--- src/rtl/control_sequencer_pkg.sv ---
// Shared encodings for the copperv control sequencer: FSM states, decoded
// instruction classes, datapath selects, trap causes and small decode helpers.
package control_sequencer_pkg;

  localparam int STATE_WIDTH        = 3;
  localparam int INST_TYPE_WIDTH    = 4;
  localparam int ALU_COMP_WIDTH     = 3;
  localparam int FUNCT_WIDTH        = 4;
  localparam int ALU_OP_WIDTH       = 4;
  localparam int RD_DIN_SEL_WIDTH   = 2;
  localparam int PC_NEXT_SEL_WIDTH  = 3;
  localparam int ALU_DIN1_SEL_WIDTH = 1;
  localparam int ALU_DIN2_SEL_WIDTH = 2;

  // Bit positions inside alu_comp.
  localparam int ALU_COMP_EQ  = 0;
  localparam int ALU_COMP_LT  = 1;
  localparam int ALU_COMP_LTU = 2;

  typedef enum logic [STATE_WIDTH-1:0] {
    STATE_RESET, STATE_FETCH, STATE_DECODE, STATE_EXEC, STATE_MEM, STATE_TRAP
  } state_e;

  typedef enum logic [INST_TYPE_WIDTH-1:0] {
    INST_TYPE_IMM, INST_TYPE_INT_IMM, INST_TYPE_INT_REG, INST_TYPE_BRANCH,
    INST_TYPE_LOAD, INST_TYPE_STORE, INST_TYPE_JAL, INST_TYPE_JALR,
    INST_TYPE_AUIPC, INST_TYPE_FENCE
  } inst_type_e;

  typedef enum logic [FUNCT_WIDTH-1:0] {
    FUNCT_ADD, FUNCT_SUB, FUNCT_SLL, FUNCT_SLT, FUNCT_SLTU, FUNCT_XOR,
    FUNCT_SRL, FUNCT_SRA, FUNCT_OR, FUNCT_AND,
    FUNCT_EQ, FUNCT_NEQ, FUNCT_LT, FUNCT_GTE, FUNCT_LTU, FUNCT_GTEU
  } funct_e;

  typedef enum logic [ALU_OP_WIDTH-1:0] {
    ALU_OP_NOP, ALU_OP_ADD, ALU_OP_SUB, ALU_OP_SLL, ALU_OP_SLT, ALU_OP_SLTU,
    ALU_OP_XOR, ALU_OP_SRL, ALU_OP_SRA, ALU_OP_OR, ALU_OP_AND
  } alu_op_e;

  typedef enum logic [RD_DIN_SEL_WIDTH-1:0] {
    RD_DIN_SEL_IMM, RD_DIN_SEL_ALU, RD_DIN_SEL_MEM
  } rd_din_sel_e;

  typedef enum logic [PC_NEXT_SEL_WIDTH-1:0] {
    PC_NEXT_SEL_STALL, PC_NEXT_SEL_INCR, PC_NEXT_SEL_ADD_IMM,
    PC_NEXT_SEL_ADD_RS1_IMM, PC_NEXT_SEL_TRAP
  } pc_next_sel_e;

  typedef enum logic [ALU_DIN1_SEL_WIDTH-1:0] {
    ALU_DIN1_SEL_RS1, ALU_DIN1_SEL_PC
  } alu_din1_sel_e;

  typedef enum logic [ALU_DIN2_SEL_WIDTH-1:0] {
    ALU_DIN2_SEL_IMM, ALU_DIN2_SEL_RS2, ALU_DIN2_SEL_FOUR
  } alu_din2_sel_e;

  typedef enum logic [1:0] {
    MEM_SIZE_BYTE, MEM_SIZE_HALF, MEM_SIZE_WORD, MEM_SIZE_RESERVED
  } mem_size_e;

  typedef enum logic [1:0] {
    TRAP_CAUSE_ILLEGAL, TRAP_CAUSE_MISALIGNED,
    TRAP_CAUSE_FETCH_TIMEOUT, TRAP_CAUSE_MEM_TIMEOUT
  } trap_cause_e;

  function automatic alu_op_e funct_to_alu_op(input funct_e funct);
    case (funct)
      FUNCT_ADD:  return ALU_OP_ADD;
      FUNCT_SUB:  return ALU_OP_SUB;
      FUNCT_SLL:  return ALU_OP_SLL;
      FUNCT_SLT:  return ALU_OP_SLT;
      FUNCT_SLTU: return ALU_OP_SLTU;
      FUNCT_XOR:  return ALU_OP_XOR;
      FUNCT_SRL:  return ALU_OP_SRL;
      FUNCT_SRA:  return ALU_OP_SRA;
      FUNCT_OR:   return ALU_OP_OR;
      FUNCT_AND:  return ALU_OP_AND;
      default:    return ALU_OP_NOP;
    endcase
  endfunction

  function automatic logic branch_taken(input funct_e funct,
                                        input logic [ALU_COMP_WIDTH-1:0] comp);
    case (funct)
      FUNCT_EQ:   return comp[ALU_COMP_EQ];
      FUNCT_NEQ:  return !comp[ALU_COMP_EQ];
      FUNCT_LT:   return comp[ALU_COMP_LT];
      FUNCT_GTE:  return !comp[ALU_COMP_LT];
      FUNCT_LTU:  return comp[ALU_COMP_LTU];
      FUNCT_GTEU: return !comp[ALU_COMP_LTU];
      default:    return 1'b0;
    endcase
  endfunction

  function automatic logic is_misaligned(input mem_size_e size, input logic [1:0] lsb);
    case (size)
      MEM_SIZE_BYTE: return 1'b0;
      MEM_SIZE_HALF: return lsb[0];
      MEM_SIZE_WORD: return lsb != 2'd0;
      default:       return 1'b1;
    endcase
  endfunction

endpackage

--- src/rtl/control_sequencer_if.sv ---
// Level-held request / response handshakes of the instruction and data buses.
interface control_sequencer_if;
  logic inst_req;
  logic inst_valid;
  logic load_req;
  logic store_req;
  logic data_valid;

  modport master (output inst_req, load_req, store_req, input inst_valid, data_valid);
  modport slave  (input inst_req, load_req, store_req, output inst_valid, data_valid);
endinterface

--- src/rtl/control_sequencer_bus_timeout.sv ---
// Wait-cycle counter shared by FETCH and MEM; expired flags the cycle the
// count reaches TIMEOUT (never when TIMEOUT is 0).
module control_sequencer_bus_timeout #(
  parameter int TIMEOUT  = 255,
  parameter int TO_WIDTH = 8
) (
  input  logic clk,
  input  logic rst,
  input  logic clear,
  input  logic enable,
  output logic expired
);
  logic [TO_WIDTH-1:0] cnt_q, cnt_d;

  // NOTE: cnt_d gets its default before any branch so no path leaves it unassigned and infers a latch.
  always_comb begin
    cnt_d = cnt_q;
    if (clear)       cnt_d = '0;
    else if (enable) cnt_d = cnt_q + TO_WIDTH'(1);
  end

  // NOTE: flops use non-blocking assignments so every register samples its pre-edge inputs.
  always_ff @(posedge clk) begin
    if (!rst) cnt_q <= '0;
    else      cnt_q <= cnt_d;
  end

  assign expired = (TIMEOUT != 0) && (cnt_q == TO_WIDTH'(TIMEOUT));
endmodule

--- src/rtl/control_sequencer.sv ---
// Multi-cycle control FSM for copperv: datapath selects, bus request handshakes,
// trap entry with cause, retire pulse and cycle/instret performance counters.
module control_sequencer
  import control_sequencer_pkg::*;
#(
  parameter int TIMEOUT   = 255,
  parameter int CNT_WIDTH = 32,
  parameter int TO_WIDTH  = 8
) (
  input  logic                      clk,
  input  logic                      rst,
  control_sequencer_if.master       bus,
  input  inst_type_e                inst_type,
  input  logic                      inst_illegal,
  input  logic [ALU_COMP_WIDTH-1:0] alu_comp,
  input  funct_e                    funct,
  input  mem_size_e                 mem_size,
  input  logic [1:0]                addr_lsb,
  output logic                      rd_en,
  output logic                      rs1_en,
  output logic                      rs2_en,
  output rd_din_sel_e               rd_din_sel,
  output pc_next_sel_e              pc_next_sel,
  output alu_din1_sel_e             alu_din1_sel,
  output alu_din2_sel_e             alu_din2_sel,
  output alu_op_e                   alu_op,
  output logic                      retire,
  output logic                      trap,
  output trap_cause_e               trap_cause,
  output logic [CNT_WIDTH-1:0]      cycle_cnt,
  output logic [CNT_WIDTH-1:0]      instret_cnt
);
  state_e               state_q, state_d;
  trap_cause_e          trap_cause_q, trap_cause_d;
  logic [CNT_WIDTH-1:0] cycle_cnt_q, cycle_cnt_d;
  logic [CNT_WIDTH-1:0] instret_cnt_q, instret_cnt_d;
  logic                 to_clear, to_enable, to_expired;
  logic                 is_store;

  assign is_store = (inst_type == INST_TYPE_STORE);

  // Every state change restarts the wait count, so entering FETCH or MEM always starts at zero.
  assign to_clear  = (state_d != state_q);
  assign to_enable = ((state_q == STATE_FETCH) && !bus.inst_valid) ||
                     ((state_q == STATE_MEM)   && !bus.data_valid);

  control_sequencer_bus_timeout #(
    .TIMEOUT (TIMEOUT),
    .TO_WIDTH(TO_WIDTH)
  ) u_bus_timeout (
    .clk    (clk),
    .rst    (rst),
    .clear  (to_clear),
    .enable (to_enable),
    .expired(to_expired)
  );

  always_comb begin
    state_d       = state_q;
    trap_cause_d  = trap_cause_q;
    bus.inst_req  = 1'b0;
    bus.load_req  = 1'b0;
    bus.store_req = 1'b0;
    rd_en         = 1'b0;
    rs1_en        = 1'b0;
    rs2_en        = 1'b0;
    rd_din_sel    = RD_DIN_SEL_IMM;
    pc_next_sel   = PC_NEXT_SEL_STALL;
    alu_din1_sel  = ALU_DIN1_SEL_RS1;
    alu_din2_sel  = ALU_DIN2_SEL_IMM;
    alu_op        = ALU_OP_NOP;
    retire        = 1'b0;
    trap          = 1'b0;
    case (state_q)
      STATE_RESET: state_d = STATE_FETCH;
      STATE_FETCH: begin
        bus.inst_req = 1'b1;
        if (bus.inst_valid) begin
          if (inst_illegal) begin
            state_d      = STATE_TRAP;
            trap_cause_d = TRAP_CAUSE_ILLEGAL;
          end else if (inst_type == INST_TYPE_JAL) begin
            state_d = STATE_EXEC;
          end else begin
            state_d = STATE_DECODE;
          end
        end else if (to_expired) begin
          state_d      = STATE_TRAP;
          trap_cause_d = TRAP_CAUSE_FETCH_TIMEOUT;
        end
      end
      STATE_DECODE: begin
        state_d = STATE_EXEC;
        case (inst_type)
          INST_TYPE_IMM: begin
            rd_en       = 1'b1;
            pc_next_sel = PC_NEXT_SEL_INCR;
            retire      = 1'b1;
            state_d     = STATE_FETCH;
          end
          INST_TYPE_FENCE: begin
            pc_next_sel = PC_NEXT_SEL_INCR;
            retire      = 1'b1;
            state_d     = STATE_FETCH;
          end
          INST_TYPE_INT_IMM, INST_TYPE_LOAD, INST_TYPE_JALR: rs1_en = 1'b1;
          INST_TYPE_INT_REG, INST_TYPE_BRANCH, INST_TYPE_STORE: begin
            rs1_en = 1'b1;
            rs2_en = 1'b1;
          end
          default: ;
        endcase
      end
      STATE_EXEC: begin
        state_d = STATE_FETCH;
        case (inst_type)
          INST_TYPE_INT_IMM, INST_TYPE_INT_REG: begin
            rd_en        = 1'b1;
            rd_din_sel   = RD_DIN_SEL_ALU;
            alu_din2_sel = (inst_type == INST_TYPE_INT_REG) ? ALU_DIN2_SEL_RS2 : ALU_DIN2_SEL_IMM;
            alu_op       = funct_to_alu_op(funct);
            pc_next_sel  = PC_NEXT_SEL_INCR;
            retire       = 1'b1;
          end
          INST_TYPE_BRANCH: begin
            alu_din2_sel = ALU_DIN2_SEL_RS2;
            pc_next_sel  = branch_taken(funct, alu_comp) ? PC_NEXT_SEL_ADD_IMM : PC_NEXT_SEL_INCR;
            retire       = 1'b1;
          end
          INST_TYPE_JAL, INST_TYPE_JALR: begin
            rd_en        = 1'b1;
            rd_din_sel   = RD_DIN_SEL_ALU;
            alu_din1_sel = ALU_DIN1_SEL_PC;
            alu_din2_sel = ALU_DIN2_SEL_FOUR;
            alu_op       = ALU_OP_ADD;
            pc_next_sel  = (inst_type == INST_TYPE_JAL) ? PC_NEXT_SEL_ADD_IMM : PC_NEXT_SEL_ADD_RS1_IMM;
            retire       = 1'b1;
          end
          INST_TYPE_AUIPC: begin
            rd_en        = 1'b1;
            rd_din_sel   = RD_DIN_SEL_ALU;
            alu_din1_sel = ALU_DIN1_SEL_PC;
            alu_op       = ALU_OP_ADD;
            pc_next_sel  = PC_NEXT_SEL_INCR;
            retire       = 1'b1;
          end
          INST_TYPE_LOAD, INST_TYPE_STORE: begin
            alu_op = ALU_OP_ADD;
            if (is_misaligned(mem_size, addr_lsb)) begin
              state_d      = STATE_TRAP;
              trap_cause_d = TRAP_CAUSE_MISALIGNED;
            end else begin
              state_d = STATE_MEM;
            end
          end
          default: ;
        endcase
      end
      STATE_MEM: begin
        bus.load_req  = !is_store;
        bus.store_req = is_store;
        if (bus.data_valid) begin
          pc_next_sel = PC_NEXT_SEL_INCR;
          retire      = 1'b1;
          rd_en       = !is_store;
          rd_din_sel  = is_store ? RD_DIN_SEL_IMM : RD_DIN_SEL_MEM;
          state_d     = STATE_FETCH;
        end else if (to_expired) begin
          state_d      = STATE_TRAP;
          trap_cause_d = TRAP_CAUSE_MEM_TIMEOUT;
        end
      end
      STATE_TRAP: begin
        trap        = 1'b1;
        pc_next_sel = PC_NEXT_SEL_TRAP;
        state_d     = STATE_FETCH;
      end
      default: state_d = STATE_RESET;
    endcase
  end

  always_comb begin
    cycle_cnt_d   = cycle_cnt_q + CNT_WIDTH'(1);
    instret_cnt_d = instret_cnt_q + CNT_WIDTH'(retire);
  end

  always_ff @(posedge clk) begin
    if (!rst) begin
      state_q       <= STATE_RESET;
      trap_cause_q  <= TRAP_CAUSE_ILLEGAL;
      cycle_cnt_q   <= '0;
      instret_cnt_q <= '0;
    end else begin
      state_q       <= state_d;
      trap_cause_q  <= trap_cause_d;
      cycle_cnt_q   <= cycle_cnt_d;
      instret_cnt_q <= instret_cnt_d;
    end
  end

  assign trap_cause  = trap_cause_q;
  assign cycle_cnt   = cycle_cnt_q;
  assign instret_cnt = instret_cnt_q;
endmodule
--- src/flat_wrapper.sv ---
// flat-port wrapper written by rule: the top's interface ports become plain ports
module control_sequencer_flat import control_sequencer_pkg::*;
#(
  parameter int TIMEOUT   = 255,
  parameter int CNT_WIDTH = 32,
  parameter int TO_WIDTH  = 8
)
  (clk, rst, inst_type, inst_illegal, alu_comp, funct, mem_size, addr_lsb, rd_en, rs1_en, rs2_en, rd_din_sel, pc_next_sel, alu_din1_sel, alu_din2_sel, alu_op, retire, trap, trap_cause, cycle_cnt, instret_cnt, bus_inst_req, bus_load_req, bus_store_req, bus_inst_valid, bus_data_valid);
  control_sequencer_if bus_i ();
  input  logic clk;
  input  logic rst;
  input  inst_type_e inst_type;
  input  logic inst_illegal;
  input  logic [ALU_COMP_WIDTH-1:0] alu_comp;
  input  funct_e funct;
  input  mem_size_e mem_size;
  input  logic [1:0] addr_lsb;
  output logic rd_en;
  output logic rs1_en;
  output logic rs2_en;
  output rd_din_sel_e rd_din_sel;
  output pc_next_sel_e pc_next_sel;
  output alu_din1_sel_e alu_din1_sel;
  output alu_din2_sel_e alu_din2_sel;
  output alu_op_e alu_op;
  output logic retire;
  output logic trap;
  output trap_cause_e trap_cause;
  output logic [CNT_WIDTH-1:0] cycle_cnt;
  output logic [CNT_WIDTH-1:0] instret_cnt;
  output wire logic [$bits(bus_i.inst_req)-1:0] bus_inst_req;
  output wire logic [$bits(bus_i.load_req)-1:0] bus_load_req;
  output wire logic [$bits(bus_i.store_req)-1:0] bus_store_req;
  input wire logic [$bits(bus_i.inst_valid)-1:0] bus_inst_valid;
  input wire logic [$bits(bus_i.data_valid)-1:0] bus_data_valid;
  assign bus_inst_req = bus_i.inst_req;
  assign bus_load_req = bus_i.load_req;
  assign bus_store_req = bus_i.store_req;
  assign bus_i.inst_valid = bus_inst_valid;
  assign bus_i.data_valid = bus_data_valid;
  control_sequencer #(.TIMEOUT(TIMEOUT), .CNT_WIDTH(CNT_WIDTH), .TO_WIDTH(TO_WIDTH)) u_core (.clk(clk), .rst(rst), .bus(bus_i), .inst_type(inst_type), .inst_illegal(inst_illegal), .alu_comp(alu_comp), .funct(funct), .mem_size(mem_size), .addr_lsb(addr_lsb), .rd_en(rd_en), .rs1_en(rs1_en), .rs2_en(rs2_en), .rd_din_sel(rd_din_sel), .pc_next_sel(pc_next_sel), .alu_din1_sel(alu_din1_sel), .alu_din2_sel(alu_din2_sel), .alu_op(alu_op), .retire(retire), .trap(trap), .trap_cause(trap_cause), .cycle_cnt(cycle_cnt), .instret_cnt(instret_cnt));
endmodule
--- config.mk ---
export PLATFORM = sky130hd
export DESIGN_NAME = control_sequencer_flat
export DESIGN_NICKNAME = d
export VERILOG_FILES = /design/src/rtl/control_sequencer_pkg.sv /design/src/rtl/control_sequencer_if.sv /design/src/rtl/control_sequencer_bus_timeout.sv /design/src/rtl/control_sequencer.sv /design/src/flat_wrapper.sv
export SDC_FILE = /design/constraint.sdc
export NUM_CORES = 1
export LEC_CHECK = 0
export CAP_MARGIN = 20
export CORE_ASPECT_RATIO = 1.25
export CORE_MARGIN = 1.5
export CORE_UTILIZATION = 55
export CTS_CLUSTER_SIZE = 28
export DETAILED_ROUTE_END_ITERATION = 8
export DONT_BUFFER_PORTS = 1
export HOLD_SLACK_MARGIN = 0.02
export PLACE_DENSITY = 0.82
export SLEW_MARGIN = 20
export SYNTH_ARGS = -nofsm -noshare
export SYNTH_HDL_FRONTEND = slang
export SYNTH_SLANG_ARGS = --single-unit
--- constraint.sdc ---
create_clock -name clk -period 6.07 [get_ports clk]
set_input_delay 0.607 -clock clk [delete_from_list [all_inputs] [get_ports clk]]
set_output_delay 0.607 -clock clk [all_outputs]
set_load 0.005 [all_outputs]
==> run summary, run 1 <==
RR Endpoint: u_core.instret_cnt[30]$_SDFF_PN0_
CP Max Fanout: 14
required time of the critical path: 6.29 ns
clock sink count: 77
Final period util: 57.21%
ranking of synthesized cells by area: dfxtp_1 (38%), nor2_1 (7.4%), xor2_1 (6.9%), xnor2_1 (6.4%), nand2_1 (3.7%)
GRT Residual Overflow: 0
Compound-Gate Fraction of Synth Area: 8.785%
max cap viols: 0
critical path class: reg -> reg
post-synthesis cell count: 493
setup TNS: 0 ns
Post-route DRC: 0
Setup Viol. Count Final: 0
end of the critical path: u_core.instret_cnt[30]$_SDFF_PN0_
grt met2 use: 39.11%
critical path data arrival time: 3.69 ns
met1 GRT Util: 26.62%
Simple-Gate Fraction of Synth Area: 31.50%
sequential element share of the synthesized area: 37.71%
post-route cell area: 4320 um2
# diodes: 0
Adder-Cell Fraction of Synth Area: 3.061%
fin nets: 515
area of the mapped netlist: 4088 um2
hpwl dp: 6.365 mm
Core ar.: 7062 um2
Comb pwr share: 6.2%
CTS Hold Bufs: 0
critical path startpoint category: register
remaining antenna violation count: 0
Switching Share: 24.06%
first-pass GRT wire length: 14.90 mm
Avg WL per Cell: 15.53 um
Ys Warns: 0
Die W: 80.11 um
IO Count: 106
post-synth top area share: 37.71%
Die ar.: 7962 um2
gp weighted congestion: 0.8502
RSZ-0062 raised after global routing: false
Static Leak: 1.563 nW
mux cell area share after synthesis: 2.234%
total power: 0.9685 mW
fin. max-slew vios: 0
Clock Tree Buf Depth: 2
internal cell power: 0.7355 mW
relative slew slack: 46.74%
Skew-Pair Late Insertion Delay: 0.35 ns
H-tree depth: 3
Syn Area/Cell: 8.291 um2
CTS Buf Count: 9
number of global-route vias before repair: 3256
Post-synth EDFFs: 0
most frequent cells after synthesis: nor2_1 (81), dfxtp_1 (77), nand2_1 (40)
final worst slack: 2.598 ns
CTS tree: done
Port Buffers: 0
met3 usage: 6.330%
Worst Max-Slew Pin Slew: 0.7952 ns
worst reg-to-reg path cell count: 11
reg2reg start: u_core.state_q[0]$_SDFF_PN0_
Final Hold Viols: 0
CP Capture Type: register
Synth Flop Type: dfxtp_1
worst hold path class: in -> reg
crit path from: u_core.state_q[0]$_SDFF_PN0_
Area growth syn-to-layout: 5.693%
most common cell in the netlist: nor2_1
Core Rows: 34
Placed Cells incl. Taps: 564
Initial Util: 57.88%
post-placement setup slack: 2.634 ns
largest family of logic cells by synthesized area: simple AND/OR/NAND/NOR gates
final period demand of the worst path: 3.472 ns
area leader, netlist: dfxtp_1
routed wire length: 9.005 mm
busiest grt layer: met2
via-per-instance ratio: 6.009
Overall Global Routing Usage: 23.05%
pin count of the biggest net entering global routing: 59
Worst VDD drop: 0.1699 mV
switching power total: 0.2330 mW
Post-Syn Nets: 523
register-to-register setup slack: 2.60 ns
#FFs+latches synth: 77
Clock Tree Root: clkbuf_8
height of the die: 99.39 um
FFs w/ async S/R, synth: 0%
Power Density: 224.2 nW/um2
initial antenna violation count: 0
via count: 3485
DRT iter0 DRCs: 134
clock share of power: 40.1%
placed cell areas: 4120 um2
Pre-antenna DRT Iters: 5
register clock-pin slew on the reported worst setup and hold paths: 0.08 ns
status: finished clean
sequential cell fraction of total power: 53.6%
skew final: 0.01146 ns
postcts setup bufs: 0
Finished Layout Cells: 580
layout cell share with drive strength beyond 1: 5.714%
FMAX: 288.0 MHz
Synth Area in XOR/XNOR: 13.28%
CTS resizes: 0
count of cell types in the netlist: 52
[power by group through the flow]
stage                     Combinational, mW  Clock, mW  Sequential [mW]
after floorplan                      0.0589          0            0.526
after global placement               0.0577          0            0.531
after detailed placement             0.0598          0            0.531
after CTS                            0.0602      0.397            0.519
after global routing                 0.0682      0.419            0.521
final                                0.0603      0.389            0.520
[critical path, cell delays in order (launching register included)]
cell and delay [ns]:
dfxtp_1 0.59, inv_1 0.17, nor2_1 0.16, nand2_1 0.13, o21ai_0 0.47, ha_1 0.25, ha_1 0.17, and3_1 0.25
nand4_1 0.39, nor4_1 0.52, xnor2_1 0.18, nor2_1 0.05
[cell type report]
type / instances / area (um2)
Multi-Input combinational cell: 382 / 2406
Timing Repair Buffer: 1 / 7.507
Clock inverter: 5 / 58.81
Clock buffer: 11 / 141.4
Tap cell: 90 / 112.6
Fill cell: 636 / 2741
Inverter: 14 / 52.55
Sequential cell: 77 / 1541
[flip-flops by register name, summed over array words and instances, names as in the netlist]
register and flops:
u_core.cycle_cnt 32, u_core.instret_cnt 32, u_core.u_bus_timeout.cnt_q 8, u_core.state_q 3, u_core.trap_cause 2
[worst min-delay path by stage]
stage / startpoint / endpoint / slack, ns / depth (start not counted)
after floorplan: u_core.trap_cause[1]$_SDFFE_PN0P_ / u_core.trap_cause[1]$_SDFFE_PN0P_ / 0.45 / 2
after global placement: u_core.cycle_cnt[0]$_SDFF_PN0_ / u_core.cycle_cnt[0]$_SDFF_PN0_ / 0.48 / 1
after detailed placement: u_core.cycle_cnt[0]$_SDFF_PN0_ / u_core.cycle_cnt[0]$_SDFF_PN0_ / 0.49 / 1
after CTS: rst / u_core.cycle_cnt[1]$_SDFF_PN0_ / 0.37 / 1
after global routing: rst / u_core.cycle_cnt[1]$_SDFF_PN0_ / 0.37 / 1
final: rst / u_core.cycle_cnt[1]$_SDFF_PN0_ / 0.38 / 1
[metal layers]
metal | routed length (um) | part of all wire [%] | vias to the layer above
met5 | 0 | 0 | -
met4 | 172 | 1.9 | 0
met3 | 729 | 8.1 | 16
met2 | 4423 | 49 | 136
met1 | 3680 | 41 | 1624
li1 | - | - | 1709
[logic make-up after synthesis]
group                    Yosys count
AO/OA/AOI/OAI                     55
AND/OR/NAND/NOR                  246
buffers and inverters             34
adder cells (fa/ha/maj)           10
multiplexers                       9
XOR/XNOR                          62
flip-flops                        77
[layout by cell type (no fill, tap or decap), drive strengths merged, types with 2 or more instances in the layout]
cell      netlist  final
inv            14     14
a2111oi         3      3
clkinv          0      2
nor2           81     81
and4            5      5
xor2           32     32
mux2i           8      8
nand4          25     25
or4b            2      2
nand3b          2      2
dfxtp          77     77
nand2          40     40
nand3          25     25
nand2b         10     10
a31oi           3      3
xnor2          30     30
clkbuf         12     11
nor2b           2      2
clkinvlp        0      2
o21ai          14     14
a21oi          14     14
o31ai           2      2
a21o            3      3
ha             10     10
or3             2      2
nor3           22     22
a311oi          2      2
o2111ai         2      2
a221oi          2      2
and3           12     12
nor4            9      9
and2            7      7
[through the flow]
step | util, % | hold WS, ns
floorplan | - | 0.4511
global placement | 58.35 | 0.4781
detailed placement | 58.35 | 0.4916
finish | 61.18 | 0.3789
global route | 61.18 | 0.3730
CTS | 61.18 | 0.3702
Power figures use the tool's default switching activity.
==> run 2, diff against run 1 <==
==> constraint.sdc (replaced) <==
create_clock -name clk -period 3.6 [get_ports clk]
set_input_delay 0.36 -clock clk [delete_from_list [all_inputs] [get_ports clk]]
set_output_delay 0.36 -clock clk [all_outputs]
set_load 0.005 [all_outputs]
==> run 2 against run 1 <==
  * Design area is 1.1% higher
  * Hold slack worse by 0.24 ns
  * Sequential share of layout area is 0.39 points lower
  * First-iteration DRC count is 10% higher
  * Setup slack worse by 1.9 ns
  * Via count is 0.63% higher
  * Global-route usage is 0.092 points lower
  * Flip-flop and latch count stayed put
  * Final cell count is 0.34% higher
  * Count of clock-buffer cells in the layout stayed put
  * Critical path depth stayed put
  * Largest cell class unchanged
==> run summary, run 2 (synthesis gave the netlist of run 1 again) <==
height of the die: 99.39 um (unchanged)
H-tree depth: 3 (unchanged)
CTS resizes: 0 (unchanged)
via count: 3507 (+0.63%)
Endpoint, Worst Hold: u_core.trap_cause[0]$_SDFFE_PN0P_
internal cell power: 1.331 mW (+81%)
hold path cells: 1 (unchanged)
fin nets: 517 (+0.39%)
status: finished clean
clock sink count: 77 (unchanged)
critical path data arrival time: 3.16 ns (-0.53 ns)
pin count of the biggest net entering global routing: 57 (-3.4%)
CP Max Fanout: 16 (+2)
Final Hold Viols: 0 (unchanged)
Die W: 80.11 um (unchanged)
via-per-instance ratio: 6.026 (+0.29%)
critical path startpoint category: register
IO Count: 106 (unchanged)
commonest non-fill, non-tap cell in the layout: nor2_1
reg2reg start: u_core.state_q[1]$_SDFF_PN0_
Placed Cells incl. Taps: 566 (+0.35%)
CTS Buf Count: 9 (unchanged)
hpwl dp: 6.489 mm (+1.9%)
Overall Global Routing Usage: 22.96% (-0.092 points)
Switching Share: 22.86% (-1.2 points)
required time of the critical path: 3.82 ns (-2.47 ns)
switching power total: 0.3946 mW (+69%)
Worst Max-Slew Pin Slew: 0.7977 ns (+0.002525 ns)
hold path startpoint: rst
Post-route DRC: 0 (unchanged)
Clock Tree Buf Depth: 2 (unchanged)
skew final: 0.009599 ns (-0.001862 ns)
RSZ-0062 raised after global routing: false
layout cell share with drive strength beyond 1: 6.301% (+0.59 points)
# diodes: 0 (unchanged)
register clock-pin slew on the reported worst setup and hold paths: 0.08 ns (about the same)
final period demand of the worst path: 2.946 ns (-0.5268 ns)
fin. max-slew vios: 0 (unchanged)
clock share of power: 43.2% (+3.1 points)
Avg WL per Cell: 15.55 um (+0.15%)
remaining antenna violation count: 0 (unchanged)
Core Rows: 34 (unchanged)
most frequent cells in the layout: nor2_1 (81), dfxtp_1 (77), nand2_1 (40)
Pre-antenna DRT Iters: 4 (-1)
CTS Hold Bufs: 0 (unchanged)
initial antenna violation count: 0 (unchanged)
register-to-register setup slack: 0.65 ns (-1.94 ns)
sequential cell fraction of total power: 50.5% (-3.1 points)
gp weighted congestion: 0.9243 (+8.7%)
Initial Util: 57.88% (unchanged)
Skew-Pair Late Insertion Delay: 0.34 ns (about the same)
number of global-route vias before repair: 3384 (+3.9%)
RR Endpoint: u_core.instret_cnt[26]$_SDFF_PN0_
worst hold slack: 0.1430 ns (-0.2359 ns)
Power Density: 395.1 nW/um2 (+76%)
Worst VDD drop: 0.2904 mV (+71%)
worst reg-to-reg path cell count: 11 (unchanged)
CTS tree: done
placed cell areas: 4135 um2 (+0.36%)
Setup Viol. Count Final: 0 (unchanged)
Finished Layout Cells: 582 (+0.34%)
setup TNS: 0 ns (unchanged)
Static Leak: 1.593 nW (+1.9%)
relative slew slack: 46.57% (-0.17 points)
postcts setup bufs: 0 (unchanged)
Area growth syn-to-layout: 6.856%
Comb pwr share: 6.3% (about the same)
Final period util: 81.82% (+25 points)
first-pass GRT wire length: 14.83 mm (-0.46%)
GRT Residual Overflow: 0 (unchanged)
routed wire length: 9.050 mm (+0.50%)
CP Capture Type: register
critical path class: reg -> reg
DRT iter0 DRCs: 148 (+10%)
Port Buffers: 0 (unchanged)
Core ar.: 7062 um2 (unchanged)
Clock Tree Root: clkbuf_8
FMAX: 339.5 MHz (+18%)
worst hold path class: in -> reg
Die ar.: 7962 um2 (unchanged)
post-route cell area: 4368 um2 (+1.1%)
max cap viols: 0 (unchanged)
==> run 2: cell type report <==
| type | instances | area, um2 |
|---|---|---|
| well taps | 90 | 112.6 |
| flip-flops and latches | 77 | 1541 |
| multi-input cells | 382 | 2406 |
| fillers | 620 | 2694 |
| repair buffers | 3 | 22.52 |
| clock inverters | 5 | 81.33 |
| inverters | 14 | 52.55 |
| clock buffers | 11 | 151.4 |
==> run 2: worst max path at each step <==
stage | startpoint | endpoint | depth (start not counted)
floorplan | inst_type[1] | u_core.instret_cnt[30]$_SDFF_PN0_ | 14
global placement | u_core.state_q[1]$_SDFF_PN0_ | u_core.instret_cnt[30]$_SDFF_PN0_ | 11
detailed placement | u_core.state_q[1]$_SDFF_PN0_ | u_core.instret_cnt[26]$_SDFF_PN0_ | 11
CTS | u_core.state_q[1]$_SDFF_PN0_ | u_core.instret_cnt[26]$_SDFF_PN0_ | 11
global route | u_core.state_q[1]$_SDFF_PN0_ | u_core.instret_cnt[22]$_SDFF_PN0_ | 11
finish | u_core.state_q[1]$_SDFF_PN0_ | u_core.instret_cnt[26]$_SDFF_PN0_ | 11
==> run 2: worst max-delay path: stages, from the launching register on <==
cell and delay, ns:
dfxtp_1 0.62, nand3_1 0.16, o21ai_0 0.18, nand2_1 0.08, o21ai_0 0.11, ha_1 0.20, ha_1 0.17, and3_1 0.25
nand4_1 0.40, nor4_1 0.45, xnor2_1 0.16, nor2_1 0.05
==> run 2: power by group through the flow <==
stage	sequential (mW)	clock (mW)	combinational, mW
6_report	0.872	0.745	0.109
5_1_grt	0.873	0.793	0.123
4_1_cts	0.871	0.757	0.109
3_5_place_dp	0.892	0	0.108
3_3_place_gp	0.891	0	0.104
2_1_floorplan	0.887	0	0.0994
==> run 2: routing by layer <==
metal  vias to the layer above  track usage, %  wire length [um]
met5                         -               0                 0
met4                         0           8.886               160
met3                        13           5.780               715
met2                       145           41.11              4522
met1                      1646           25.66              3651
li1                       1703               -                 -
==> run 2: stage by stage <==
step                setup slack, ns  utilization [%]  total power, mW
floorplan                    0.7096                -           0.9859
global placement             0.7391            58.56           0.9957
detailed placement           0.6670            58.56           0.9993
CTS                          0.6628            61.85            1.737
global route                 0.2051            61.85            1.789
finish                       0.6544            61.85            1.726
==> run 3, diff against run 2 <==
==> constraint.sdc (replaced) <==
create_clock -name clk -period 2.8 [get_ports clk]
set_input_delay 0.28 -clock clk [delete_from_list [all_inputs] [get_ports clk]]
set_output_delay 0.28 -clock clk [all_outputs]
set_load 0.005 [all_outputs]
==> run 3 against run 2 <==
  * Combinational power up 37%
  * Setup slack worse by 0.43 ns
  * Sequential power up 28%
  * Global-route usage down 0.68 points
  * Clock skew down 0.00067 ns
  * Critical path depth up 3
  * Total power up 20%
==> run summary, run 3 (synthesis gave the netlist of run 1 again) <==
via count: 3525 (+0.51%)
Overall Global Routing Usage: 22.29% (-0.68 points)
skew final: 0.008933 ns (-0.0006660 ns)
most frequent cells in the layout: nor2_1 (81), dfxtp_1 (77), nand2_1 (40)
DRT iter0 DRCs: 141 (-4.7%)
Fill cells: 608 (-1.9%)
Critical Path Max Stage Delay: 0.36 ns (-0.26 ns)
max cap viols: 0 (unchanged)
met1 GRT Util: 24.69% (-0.97 points)
H-tree depth: 3 (unchanged)
Core ar.: 7062 um2 (unchanged)
Core Rows: 34 (unchanged)
Pre-antenna DRT Iters: 4 (unchanged)
critical path data arrival time: 2.80 ns (-0.36 ns)
Static Leak: 1.619 nW (+1.6%)
commonest non-fill, non-tap cell in the layout: nor2_1
# diodes: 0 (unchanged)
Die ar.: 7962 um2 (unchanged)
height of the die: 99.39 um (unchanged)
fin nets: 527 (+1.9%)
fin. max-slew vios: 0 (unchanged)
crit path from: u_core.state_q[1]$_SDFF_PN0_
hpwl dp: 6.365 mm (-1.9%)
Final Hold Viols: 0 (unchanged)
setup TNS: 0 ns (unchanged)
critical path startpoint category: register
relative slew slack: 52.90% (+6.3 points)
register clock-pin slew on the reported worst setup and hold paths: 0.07 ns (about the same)
Initial Util: 57.88% (unchanged)
grt met2 use: 39.17% (-1.9 points)
CTS Buf Count: 9 (unchanged)
Setup Viol. Count Final: 0 (unchanged)
CP Cell Sequence: buf_4, inv_1, nand3_1, o21ai_0, nand2_1, o21ai_2, ha_1, ha_1, and3_1, nand4_1, buf_4, nor3_1, xnor2_1, nor2_1
crit path max-delay cell type: dfxtp_1
hold path startpoint: rst
gp weighted congestion: 0.8508 (-8.0%)
Power Density: 470.8 nW/um2 (+19%)
Die W: 80.11 um (unchanged)
worst hold path class: in -> reg
pin count of the biggest net entering global routing: 57 (unchanged)
GRT Residual Overflow: 0 (unchanged)
critical path's top delay family: simple AND/OR/NAND/NOR gates
CP Max Fanout: 11 (-5)
postcts setup bufs: 0 (unchanged)
Worst Max-Slew Pin Slew: 0.7032 ns (-0.09448 ns)
Skew-Pair Late Insertion Delay: 0.34 ns (about the same)
Area growth syn-to-layout: 7.683%
status: finished clean
remaining antenna violation count: 0 (unchanged)
worst hold slack: 0.06373 ns (-0.07932 ns)
CTS tree: done
initial antenna violation count: 0 (unchanged)
Clock Tree Buf Depth: 2 (unchanged)
clock sink count: 77 (unchanged)
Port Buffers: 0 (unchanged)
FMAX: 387.7 MHz (+14%)
required time of the critical path: 3.02 ns (-0.80 ns)
via-per-instance ratio: 5.975 (-0.85%)
met3 usage: 6.055% (+0.28 points)
first-pass GRT wire length: 14.41 mm (-2.8%)
layout cell share with drive strength beyond 1: 8.000% (+1.7 points)
Clock Tree Root: clkbuf_8
reg2reg start: u_core.state_q[1]$_SDFF_PN0_
number of global-route vias before repair: 3368 (-0.47%)
Avg WL per Cell: 14.92 um (-4.0%)
routed wire length: 8.805 mm (-2.7%)
critical path class: reg -> reg
IO Count: 106 (unchanged)
final period demand of the worst path: 2.579 ns (-0.3662 ns)
Final period util: 92.12% (+10 points)
CP Capture Type: register
RSZ-0062 raised after global routing: false
number of buffers and inverters on the critical path: 3 (+3)
Post-route DRC: 0 (unchanged)
Worst VDD drop: 0.4037 mV (+39%)
busiest grt layer: met2
==> run 3: cell types whose count changed in the layout (fill, tap and decap cells not counted), sizes merged <==
cell / change
buf: +10
bufinv: -1
clkbuf: -1
clkinvlp: +1
inv: -1
==> run 3: cell type report <==
cell class	count	area, um2	area share (%)
multi-input cells	382	2410	54.75
well taps	90	112.6	2.558
clock inverters	4	50.05	1.137
repair buffers	13	97.59	2.217
inverters	14	52.55	1.194
clock buffers	10	137.6	3.127
flip-flops and latches	77	1541	35.02
==> run 3: metal layers <==
layer,routed length (um),part of all wire (%)
met5,0,0
met4,188,2.1
met3,635,7.2
met2,4315,49
met1,3665,42
==> run 3: repair_timing <==
| item | in CTS | in global routing |
|---|---|---|
| endpoints found under the setup margin | 0 | 15 |
| hold buffers | 0 | 0 |
| gates resized for setup | 0 | 2 |
==> run 3: final timing paths <==
kind,end,slack (ns),cells past startpoint
worst max-delay path,u_core.instret_cnt[24]$_SDFF_PN0_,0.22,14
worst min-delay path,u_core.instret_cnt[1]$_SDFF_PN0_,0.06,1
worst max register to register,u_core.instret_cnt[24]$_SDFF_PN0_,0.22,14
worst min register to register,u_core.trap_cause[1]$_SDFFE_PN0P_,0.50,2
==> run 3: metrics by stage <==
| step | total power [mW] | setup WS (ns) | cells | area, um2 | utilization [%] |
|---|---|---|---|---|---|
| after global placement | 1.286 | 0.1290 | 576 | 4210 | 59.62 |
| after detailed placement | 1.290 | 0.004865 | 576 | 4210 | 59.62 |
| after CTS | 2.095 | 0.02051 | 590 | 4398 | 62.28 |
| after floorplan | 1.268 | 0.08376 | 493 | 4089 | - |
| final | 2.072 | 0.2206 | 590 | 4402 | 62.33 |
| after global routing | 2.157 | 0.02780 | 590 | 4402 | 62.33 |
==> run 3: report_power, final <==
part	switching (mW)	internal (mW)	total, mW
Sequential	0.0117	1.11	1.12
Clock	0.382	0.424	0.806
Combinational	0.0890	0.0599	0.149
Total	0.483	1.59	2.07
